`src/rtl/ram_pkg.sv`:
```
// Shared encodings for the RAM port arbiter: access types, rw polarity,
// FSM states, port indices and small helpers for access size and read-data extension.
package ram_pkg;

    localparam logic [1:0] TYPE_BYTE = 2'b00;
    localparam logic [1:0] TYPE_HALF = 2'b01;
    localparam logic [1:0] TYPE_WORD = 2'b10;
    localparam logic [1:0] TYPE_ILL  = 2'b11;

    localparam logic RW_READ  = 1'b1;
    localparam logic RW_WRITE = 1'b0;

    localparam logic PORT_IF = 1'b0;
    localparam logic PORT_D  = 1'b1;

    typedef enum logic [1:0] {
        ST_IDLE   = 2'b00,
        ST_SETUP  = 2'b01,
        ST_STROBE = 2'b10,
        ST_RESP   = 2'b11
    } state_t;

    function automatic logic [2:0] type_size(input logic [1:0] t);
        logic [2:0] s;
        case (t)
            TYPE_BYTE: s = 3'd1;
            TYPE_HALF: s = 3'd2;
            default:   s = 3'd4;
        endcase
        return s;
    endfunction

    // The RAM returns data right-justified; bits above the access width are not meaningful.
    function automatic logic [31:0] extend_rdata(input logic [1:0] t, input logic [31:0] d);
        logic [31:0] r;
        case (t)
            TYPE_BYTE: r = {24'b0, d[7:0]};
            TYPE_HALF: r = {16'b0, d[15:0]};
            default:   r = d;
        endcase
        return r;
    endfunction

endpackage

```
`src/rtl/ram_rr_arbiter.sv`:
```
// Two-way round-robin grant between fetch and data ports; the priority
// register favours the port that was not served by the last completed access.
module ram_rr_arbiter
    import ram_pkg::*;
(
    input  logic clk,
    input  logic reset,
    input  logic if_req,
    input  logic d_req,
    input  logic update,
    input  logic served,
    output logic grant_valid,
    output logic grant
);

    logic prio_reg;

    always_ff @(posedge clk or posedge reset) begin
        if (reset) begin
            prio_reg <= PORT_IF;
        end else if (update) begin
            prio_reg <= ~served;
        end
    end

    always_comb begin
        grant_valid = if_req | d_req;
        if (if_req && d_req) begin
            grant = prio_reg;
        end else if (d_req) begin
            grant = PORT_D;
        end else begin
            grant = PORT_IF;
        end
    end

endmodule

```
`src/rtl/ram_port_arbiter.sv`:
```
// Shares the 256x8 RAM between instruction fetch and data ports with range checks and a MOC timeout.
// Optional macro RAM_ARB_ALIGN_CHECK_EN rejects misaligned halfword/word accesses.
module ram_port_arbiter
    import ram_pkg::*;
#(
    parameter int MEM_BYTES = 256,
    parameter int TIMEOUT   = 15
) (
    input  logic        clk,
    input  logic        reset,
    input  logic        if_req,
    input  logic [31:0] if_addr,
    output logic [31:0] if_rdata,
    output logic        if_ack,
    output logic        if_err,
    input  logic        d_req,
    input  logic        d_rw,
    input  logic [1:0]  d_type,
    input  logic [31:0] d_addr,
    input  logic [31:0] d_wdata,
    output logic [31:0] d_rdata,
    output logic        d_ack,
    output logic        d_err,
    output logic        ram_rw,
    output logic        ram_mov,
    output logic [1:0]  ram_type,
    output logic [31:0] ram_addr,
    output logic [31:0] ram_din,
    input  logic [31:0] ram_dout,
    input  logic        ram_moc
);

    localparam int CNT_W = (TIMEOUT > 1) ? $clog2(TIMEOUT) : 1;

    state_t             state_reg;
    logic               port_reg;
    logic [CNT_W-1:0]   cnt_reg;

    logic               grant_valid;
    logic               grant;
    logic [1:0]         sel_type;
    logic [31:0]        sel_addr;
    logic               sel_rw;
    logic [31:0]        sel_din;
    logic [32:0]        sel_end;
    logic               sel_bad;

    ram_rr_arbiter u_arb (
        .clk         (clk),
        .reset       (reset),
        .if_req      (if_req),
        .d_req       (d_req),
        .update      (state_reg == ST_RESP),
        .served      (port_reg),
        .grant_valid (grant_valid),
        .grant       (grant)
    );

    // Fields of the winning requester and the checks that decide the short error path.
    always_comb begin
        sel_type = (grant == PORT_D) ? d_type  : TYPE_WORD;
        sel_addr = (grant == PORT_D) ? d_addr  : if_addr;
        sel_rw   = (grant == PORT_D) ? d_rw    : RW_READ;
        sel_din  = (grant == PORT_D) ? d_wdata : 32'd0;
        sel_end  = {1'b0, sel_addr} + 33'(type_size(sel_type)) - 33'd1;
        sel_bad  = (sel_type == TYPE_ILL) || (sel_end > 33'(MEM_BYTES - 1));
`ifdef RAM_ARB_ALIGN_CHECK_EN
        if ((sel_type == TYPE_HALF) && sel_addr[0]) begin
            sel_bad = 1'b1;
        end
        if ((sel_type == TYPE_WORD) && (sel_addr[1:0] != 2'b00)) begin
            sel_bad = 1'b1;
        end
`endif
    end

    always_ff @(posedge clk or posedge reset) begin
        if (reset) begin
            state_reg <= ST_IDLE;
            port_reg  <= PORT_IF;
            cnt_reg   <= '0;
            if_rdata  <= '0;
            if_ack    <= 1'b0;
            if_err    <= 1'b0;
            d_rdata   <= '0;
            d_ack     <= 1'b0;
            d_err     <= 1'b0;
            ram_rw    <= 1'b0;
            ram_mov   <= 1'b0;
            ram_type  <= '0;
            ram_addr  <= '0;
            ram_din   <= '0;
        end else begin
            if_ack <= 1'b0;
            if_err <= 1'b0;
            d_ack  <= 1'b0;
            d_err  <= 1'b0;
            case (state_reg)
                ST_IDLE: begin
                    if (grant_valid) begin
                        port_reg <= grant;
                        if (sel_bad) begin
                            state_reg <= ST_RESP;
                            if (grant == PORT_D) begin
                                d_ack <= 1'b1;
                                d_err <= 1'b1;
                            end else begin
                                if_ack <= 1'b1;
                                if_err <= 1'b1;
                            end
                        end else begin
                            ram_rw    <= sel_rw;
                            ram_type  <= sel_type;
                            ram_addr  <= sel_addr;
                            ram_din   <= sel_din;
                            state_reg <= ST_SETUP;
                        end
                    end
                end
                ST_SETUP: begin
                    ram_mov   <= 1'b1;
                    cnt_reg   <= '0;
                    state_reg <= ST_STROBE;
                end
                ST_STROBE: begin
                    // MOC wins over an expiring count in the same cycle.
                    if (ram_moc) begin
                        ram_mov   <= 1'b0;
                        state_reg <= ST_RESP;
                        if (port_reg == PORT_D) begin
                            d_ack <= 1'b1;
                            if (ram_rw == RW_READ) begin
                                d_rdata <= extend_rdata(ram_type, ram_dout);
                            end
                        end else begin
                            if_ack <= 1'b1;
                            if (ram_rw == RW_READ) begin
                                if_rdata <= ram_dout;
                            end
                        end
                    end else if (cnt_reg == CNT_W'(TIMEOUT - 1)) begin
                        ram_mov   <= 1'b0;
                        state_reg <= ST_RESP;
                        if (port_reg == PORT_D) begin
                            d_ack <= 1'b1;
                            d_err <= 1'b1;
                        end else begin
                            if_ack <= 1'b1;
                            if_err <= 1'b1;
                        end
                    end else begin
                        cnt_reg <= cnt_reg + CNT_W'(1);
                    end
                end
                default: begin
                    state_reg <= ST_IDLE;
                end
            endcase
        end
    end

endmodule

```
`config.mk`:
```
export PLATFORM = sky130hd
export DESIGN_NAME = ram_port_arbiter
export DESIGN_NICKNAME = d
export VERILOG_FILES = /design/src/rtl/ram_pkg.sv /design/src/rtl/ram_rr_arbiter.sv /design/src/rtl/ram_port_arbiter.sv
export SDC_FILE = /design/constraint.sdc
export NUM_CORES = 1
export LEC_CHECK = 0
export BUFFER_PORTS_ARGS = -buffer_cell sky130_fd_sc_hd__buf_2
export CORE_AREA = 8 8 159 131
export CTS_CLUSTER_DIAMETER = 40
export DETAILED_ROUTE_END_ITERATION = 10
export DIE_AREA = 0 0 167 139
export GPL_ROUTABILITY_DRIVEN = 1
export MAX_ROUTING_LAYER = met4
export PLACE_DENSITY = 0.77
export SYNTH_ARGS = -nofsm -noshare
export SYNTH_HDL_FRONTEND = slang
export SYNTH_HIERARCHICAL = 1
export SYNTH_SLANG_ARGS = --single-unit
export TNS_END_PERCENT = 50
```
`constraint.sdc`:
```
create_clock -name clk -period 4.7 [get_ports clk]
set_input_delay 0.47 -clock clk [delete_from_list [all_inputs] [get_ports clk]]
set_output_delay 0.47 -clock clk [all_outputs]
set_load 0.1 [all_outputs]
```
==> impl_metrics.csv, run 1 <==
group,metric,value,unit
timing,post-route-period-util,0.982,
place,dp_slack,-428,ps
cts,clkLatencyLatePin,420,ps
cts,numCtsBuffers,17,
worst_setup_path,crit_path_end_kind,"flop",
worst_setup_path,arrival,4900,ps
worst_setup_path,crit_fanout,11,
timing,skew,13.3,ps
floorplan,coreArea,18400,sq um
yosys,syn_nets,998,
cells_and_area,fin_cells,1402,
cells_and_area,drive_gt1_frac,0.447,
yosys,synth_seq_area_share,0.430,
worst_setup_path,crit_required,4980,ps
cts,htree_num_levels,4,
run_status,outcome,"completed",
floorplan,die_y,139,um
cts,cts_buffer_depth,2,
worst_setup_path,start_kind,"flop",
worst_setup_path,crit_type,"reg2reg",
cts,cts_root_buffer,"clkbuf_16",
cts,cts_tree,"built",
timing,hold_viol_final,0,
yosys,syn_area_per_cell,10.2,sq um
grt,grt_max_degree,106,
grt,grt_pass1_vias,7787,
yosys,async_reset_ff_frac,1.00,
place,portBuffers,271,
place,dp.cells,1356,
grt,grt_use_total,0.224,
drt,routed_wirelength,26600,um
grt,antenna_found_initial,2,
timing,fin_ws,83.4,ps
place,gp_congestion,0.950,
cts,clk_pin_slew_worst_paths,70,ps
yosys,synth_edf_count,0,
pwr,p_leak,6.23,nW
floorplan,ios,272,
drt,ant_nets,0,
drt,drtIter0Drc,636,
timing,worst_pin_slew,1170,ps
yosys,synth_area,8370,sq um
yosys,ys_ff_latch,144,
timing,setup_viol,0,
place,hpwlAfterDp,20100,um
grt,grt_overflow,0,
floorplan,rows,45,
timing,max-slew-margin-rel,0.219,
cells_and_area,syn2layout_area_growth,37.9,%
cells_and_area,fin_nets,1328,
yosys,synth_warnings,6,
drt,drt-vias-per-instance,5.53,
floorplan,chipWidth,167,um
drt,drtPass1Iterations,5,
yosys,synth_cell_type_count,72,
cells_and_area,final_util,0.627,
run,cap_viol_max_count,0,
pwr,power,7.30,mW
drt,drt-wirelength-per-cell,19.0,um
grt,grt_pass1_wl,41200,um
timing,fmaxAchievable,217,MHz
floorplan,initial_core_util,0.455,
drt,vias,7753,
timing,min_period,4620,ps
pwr,powerDensity,633,nW/um^2
drt,drc,0,
cts,cts_sinks,144,
yosys,ys.flop_type,"dfrtp_1",
hold_path,worstHoldPathType,"in2reg",
yosys,syn_inst,822,
pwr,ir_drop,0.388,mV
floorplan,die-area,23200,sq um
timing,slew_viol_final,0,
timing,rsz0062_at_grt,"yes",
-- kinds of logic after synthesis --
kind of cell               Yosys count  synth area share
AOI/OAI and AO/OA                  202             0.171
xor gates and xnor gates            10            0.0105
adders and majority gates           40            0.0607
buffers and inverters              102            0.0510
DFF                                144             0.430
muxes                              107             0.143
and+or+nand+nor                    217             0.133
-- cells in the mapped netlist, types with 3 or more instances --
| cell | count | share of area |
|---|---|---|
| dfrtp_1 | 144 | 0.43 |
| nand2_1 | 83 | 0.037 |
| mux2_2 | 70 | 0.094 |
| inv_1 | 52 | 0.023 |
| nand4_1 | 51 | 0.038 |
| o21ai_0 | 50 | 0.030 |
| ha_1 | 39 | 0.058 |
| a21oi_1 | 33 | 0.020 |
| mux2_1 | 29 | 0.039 |
| a21bo_1 | 25 | 0.030 |
| clkbuf_1 | 23 | 0.010 |
| nor2_1 | 23 | 0.010 |
| buf_2 | 14 | 0.0084 |
| a21o_1 | 13 | 0.012 |
| nand3_1 | 11 | 0.0066 |
| a21bo_2 | 10 | 0.012 |
| nor3_1 | 10 | 0.0060 |
| xnor2_1 | 9 | 0.0094 |
| buf_1 | 8 | 0.0036 |
| mux2i_1 | 8 | 0.0096 |
| a211oi_1 | 7 | 0.0063 |
| and3_1 | 7 | 0.0052 |
| o211ai_1 | 7 | 0.0063 |
| o21a_1 | 7 | 0.0063 |
| a31oi_1 | 6 | 0.0045 |
| and2_1 | 5 | 0.0037 |
| a2111oi_0 | 4 | 0.0042 |
| a21boi_0 | 4 | 0.0036 |
| and4_1 | 4 | 0.0042 |
| buf_4 | 3 | 0.0027 |
| nand2b_1 | 3 | 0.0022 |
| o21bai_1 | 3 | 0.0027 |
| o32ai_1 | 3 | 0.0031 |
| or2_2 | 3 | 0.0022 |
| or3_1 | 3 | 0.0022 |
-- stage by stage --
step                      hold WS [ps]  instance area [sq um]  TNS (ps)
after floorplan                    199                   8380         0
after global routing               283                  11500     -3090
after detailed placement           353                  10500    -24320
after global placement             348                  10500     -9660
final                              295                  11500         0
after CTS                          276                  11100         0
-- placed cells by master, fill, tap and decap left out, drive strengths merged, types with 3 or more instances in the layout --
cell type and count:
mux2i 8, nand3 11, nor3 10, or2 4, a211oi 7, nand2 83
o211ai 7, a31oi 6, o21ai 52, a21bo 35, mux2 99, diode 3
clkbuf 23, a21o 13, nand4 52, dfrtp 144, or3 3, and2 5
a21oi 33, clkinv 7, nand2b 3, xnor2 9, o32ai 3, ha 39
o21bai 3, inv 54, a2111oi 4, and4 4, a21boi 6, buf 356
and3 7, nor2 23, o21a 7
-- cell type report --
type                       count  area (sq um)
antenna                        3          7.51
clock buffer                  19           443
clock inverter                12           135
fill                        1547          6870
inverter                      52           200
multi-input combinational    576          4640
sequential                   144          3600
tap                          235           294
timing repair buffer         361          2220
-- worst max-delay path, cell delays in order, from the launching register on --
cell and delay [ps]:
dfrtp_1 360, inv_2 50, a21boi_4 300, buf_6 200, buf_12 140, mux2_2 360, ha_1 340, buf_4 160
nand2_1 110, a211oi_4 240, a21o_1 250, buf_4 150, and4b_1 210, o32ai_2 110, nor4_2 320, buf_4 160
o2111a_2 250, nand4b_4 120, buf_12 170, buf_8 150, mux2_1 320
-- path summary, 6_finish.rpt --
| kind | start | endpoint | slack, ps | cells after the start |
|---|---|---|---|---|
| setup reg to reg | u_arb/prio_reg$_DFFE_PP0P_ | ram_addr[31]$_DFFE_PP0P_ | 80 | 20 |
| setup / recovery | u_arb/prio_reg$_DFFE_PP0P_ | ram_addr[31]$_DFFE_PP0P_ | 80 | 20 |
| max in group asynchronous | reset | ram_din[6]$_DFFE_PP0P_ | 2770 | 4 |
| hold / removal | ram_dout[6] | if_rdata[6]$_DFFE_PP0P_ | 300 | 2 |
| hold reg to reg | d_rdata[10]$_DFFE_PP0P_ | d_rdata[10]$_DFFE_PP0P_ | 470 | 2 |
| min in group asynchronous | reset | u_arb/prio_reg$_DFFE_PP0P_ | 480 | 3 |
-- where the power goes --
part | total, mW | switching (mW) | leakage, nW | internal, mW
Clock | 1.35 | 0.550 | 0.284 | 0.797
Sequential | 1.71 | 0.166 | 1.85 | 1.55
Combinational | 4.24 | 3.20 | 4.10 | 1.04
-- what timing repair did --
item	in CTS	in global routing
buffers inserted	0	7
gates resized for setup	14	57
hold buffers	1	0
cloned	0	4
endpoints found under the setup margin	72	72
endpoints found under the hold margin	1	0
pin swaps	1	20
-- routing by layer --
metal | share of wire | vias to the layer above | global-route usage
met2 | 0.46 | 291 | 0.336
li1 | - | 3657 | -
met3 | 0.068 | 44 | 0.0521
met5 | 0 | - | -
met4 | 0.021 | 0 | 0.0805
met1 | 0.45 | 3761 | 0.291
Note: power is estimated with default switching activity, not from simulation.
==> run 2, diff against run 1 <==
- PLACE_DENSITY: 0.77 -> not set
- PLACE_DENSITY_LB_ADDON: not set -> 0.12
==> impl_metrics.csv, run 2 (same netlist as run 1, synthesis figures left out) <==
group,metric,value,unit
timing,holdWs,293,ps
cells_and_area,fin_nets,1317,
floorplan,rows,45,
cells_and_area,final_cell_mix,"buf_2, dfrtp_1, nand2_1",
cells_and_area,syn2layout_area_growth,35.4,%
grt,antenna_found_initial,2,
drt,ant_nets,0,
cts,clkLatencyLatePin,410,ps
drt,drtPass1Iterations,6,
floorplan,ios,272,
cts,numCtsBuffers,17,
worst_setup_path,arrival,4860,ps
worst_setup_path,crit_type,"reg2reg",
grt,grt_pass1_vias,7424,
run,cap_viol_max_count,0,
worst_setup_path,r2r.worst_path.cells,16,
place,gp_congestion,0.899,
pwr,ir_drop,0.329,mV
cts,cts_buffer_depth,2,
cts,cts_root_buffer,"clkbuf_16",
timing,slew_viol_final,0,
timing,setup_viol,0,
floorplan,chipWidth,167,um
cells_and_area,final_common_cell,"buf_2",
pwr,powerDensity,634,nW/um^2
grt,grt_pass1_wl,40400,um
worst_setup_path,cp_slowest_cell,"or4_4",
worst_setup_path,crit_path_end_kind,"flop",
worst_setup_path,critPathMostFrequentCell,"buf_12",
pwr,power,7.19,mW
grt,grt_max_degree,59,
drt,drt-wirelength-per-cell,18.5,um
worst_setup_path,crit_chain,"inv_2 -> a21boi_4 -> buf_6 -> buf_12 -> mux2_2 -> ha_1 -> nand4_2 -> or3_4 -> and3_1 -> or4_4 -> a2111oi_4 -> and4_4 -> nand4b_4 -> buf_12 -> clkbuf_16 -> mux2_1",
cells_and_area,fill_cells,1608,
timing,hold_viol_final,0,
cts,cts_sinks,144,
cts,cts_tree,"built",
drt,routed_wirelength,25700,um
drt,vias,7440,
timing,min_period,4560,ps
timing,skew,10.3,ps
grt,grt_overflow,0,
grt,grt_use_total,0.222,
floorplan,coreArea,18400,sq um
place,portBuffers,271,
worst_setup_path,start_kind,"flop",
floorplan,die-area,23200,sq um
timing,post-route-period-util,0.971,
drt,drtIter0Drc,385,
floorplan,die_y,139,um
pwr,p_leak,6.16,nW
place,hpwlAfterDp,19600,um
cts,clk_pin_slew_worst_paths,70,ps
run_status,outcome,"completed",
floorplan,initial_core_util,0.455,
cells_and_area,drive_gt1_frac,0.431,
hold_path,worstHoldPathType,"in2reg",
timing,max-slew-margin-rel,0.210,
timing,worst_pin_slew,1180,ps
cts,htree_num_levels,4,
drt,drc,0,
hold_path,whs_path_depth,2,
worst_setup_path,crit_fanout,10,
timing,fmaxAchievable,219,MHz
drt,drt-vias-per-instance,5.35,
worst_setup_path,slowest_delay,550,ps
worst_setup_path,crit_required,5000,ps
-- run 2: routing by layer --
metal  track usage  share of wire  vias to the layer above  routed length [um]
met5             -              0                        -                   0
met4        0.0511          0.010                        0                 257
met3        0.0595          0.079                       18                2030
met2         0.322           0.43                      289               11200
met1         0.304           0.48                     3502               12300
li1              -              -                     3631                   -
-- run 2: final timing paths --
path / startpoint / endpoint / slack [ps]
worst max register to register: u_arb/prio_reg$_DFFE_PP0P_ / ram_addr[15]$_DFFE_PP0P_ / 140
worst min-delay path: ram_dout[3] / if_rdata[3]$_DFFE_PP0P_ / 290
max in group asynchronous: reset / d_rdata[4]$_DFFE_PP0P_ / 2900
min in group asynchronous: reset / u_arb/prio_reg$_DFFE_PP0P_ / 470
worst max-delay path: u_arb/prio_reg$_DFFE_PP0P_ / ram_addr[15]$_DFFE_PP0P_ / 140
worst min register to register: d_rdata[9]$_DFFE_PP0P_ / d_rdata[9]$_DFFE_PP0P_ / 470
-- run 2: what timing repair did --
action                     CTS  global route
cloned                       0             4
hold buffers                 1             0
pin swaps                    2            15
gates resized for setup      2            41
hold endpoints to repair     1             0
setup endpoints to repair   50            70
buffers inserted             0             5
-- run 2: layout make-up --
class / instances / area (sq um) / area share
flip-flops and latches: 144 / 3600 / 0.318
multi-input cells: 576 / 4530 / 0.400
repair buffers: 350 / 2100 / 0.186
inverters: 52 / 200 / 0.0177
clock inverters: 15 / 166 / 0.0147
clock buffers: 17 / 425 / 0.0375
diodes: 2 / 5.00 / 0.000442
well taps: 235 / 294 / 0.0259
-- run 2: critical path: cells and delay by family (launching register included) --
family	cells	cell delay (ps)
compound gates	2	620
fa+ha+maj	1	360
buf+inv	5	700
flops	1	360
mux	2	680
simple gates	6	1710
-- run 2: per-stage QoR --
step           setup WS (ps)  TNS [ps]  area (sq um)  utilization  instances
3_3_place_gp            -155     -7080         10400        0.564       1347
6_report                 137         0         11300        0.615       1391
3_5_place_dp            -264    -13300         10400        0.564       1347
5_1_grt                -23.0      -286         11300        0.615       1391
2_1_floorplan          0.560         0          8380            -        822
4_1_cts                 14.2         0         11000        0.597       1380
-- run 2: power by group --
group | leakage, nW | total, mW | internal, mW | switching (mW)
clock network | 0.292 | 1.36 | 0.756 | 0.599
registers | 1.85 | 1.69 | 1.55 | 0.147
logic | 4.01 | 4.14 | 0.995 | 3.15
total | 6.16 | 7.19 | 3.30 | 3.89
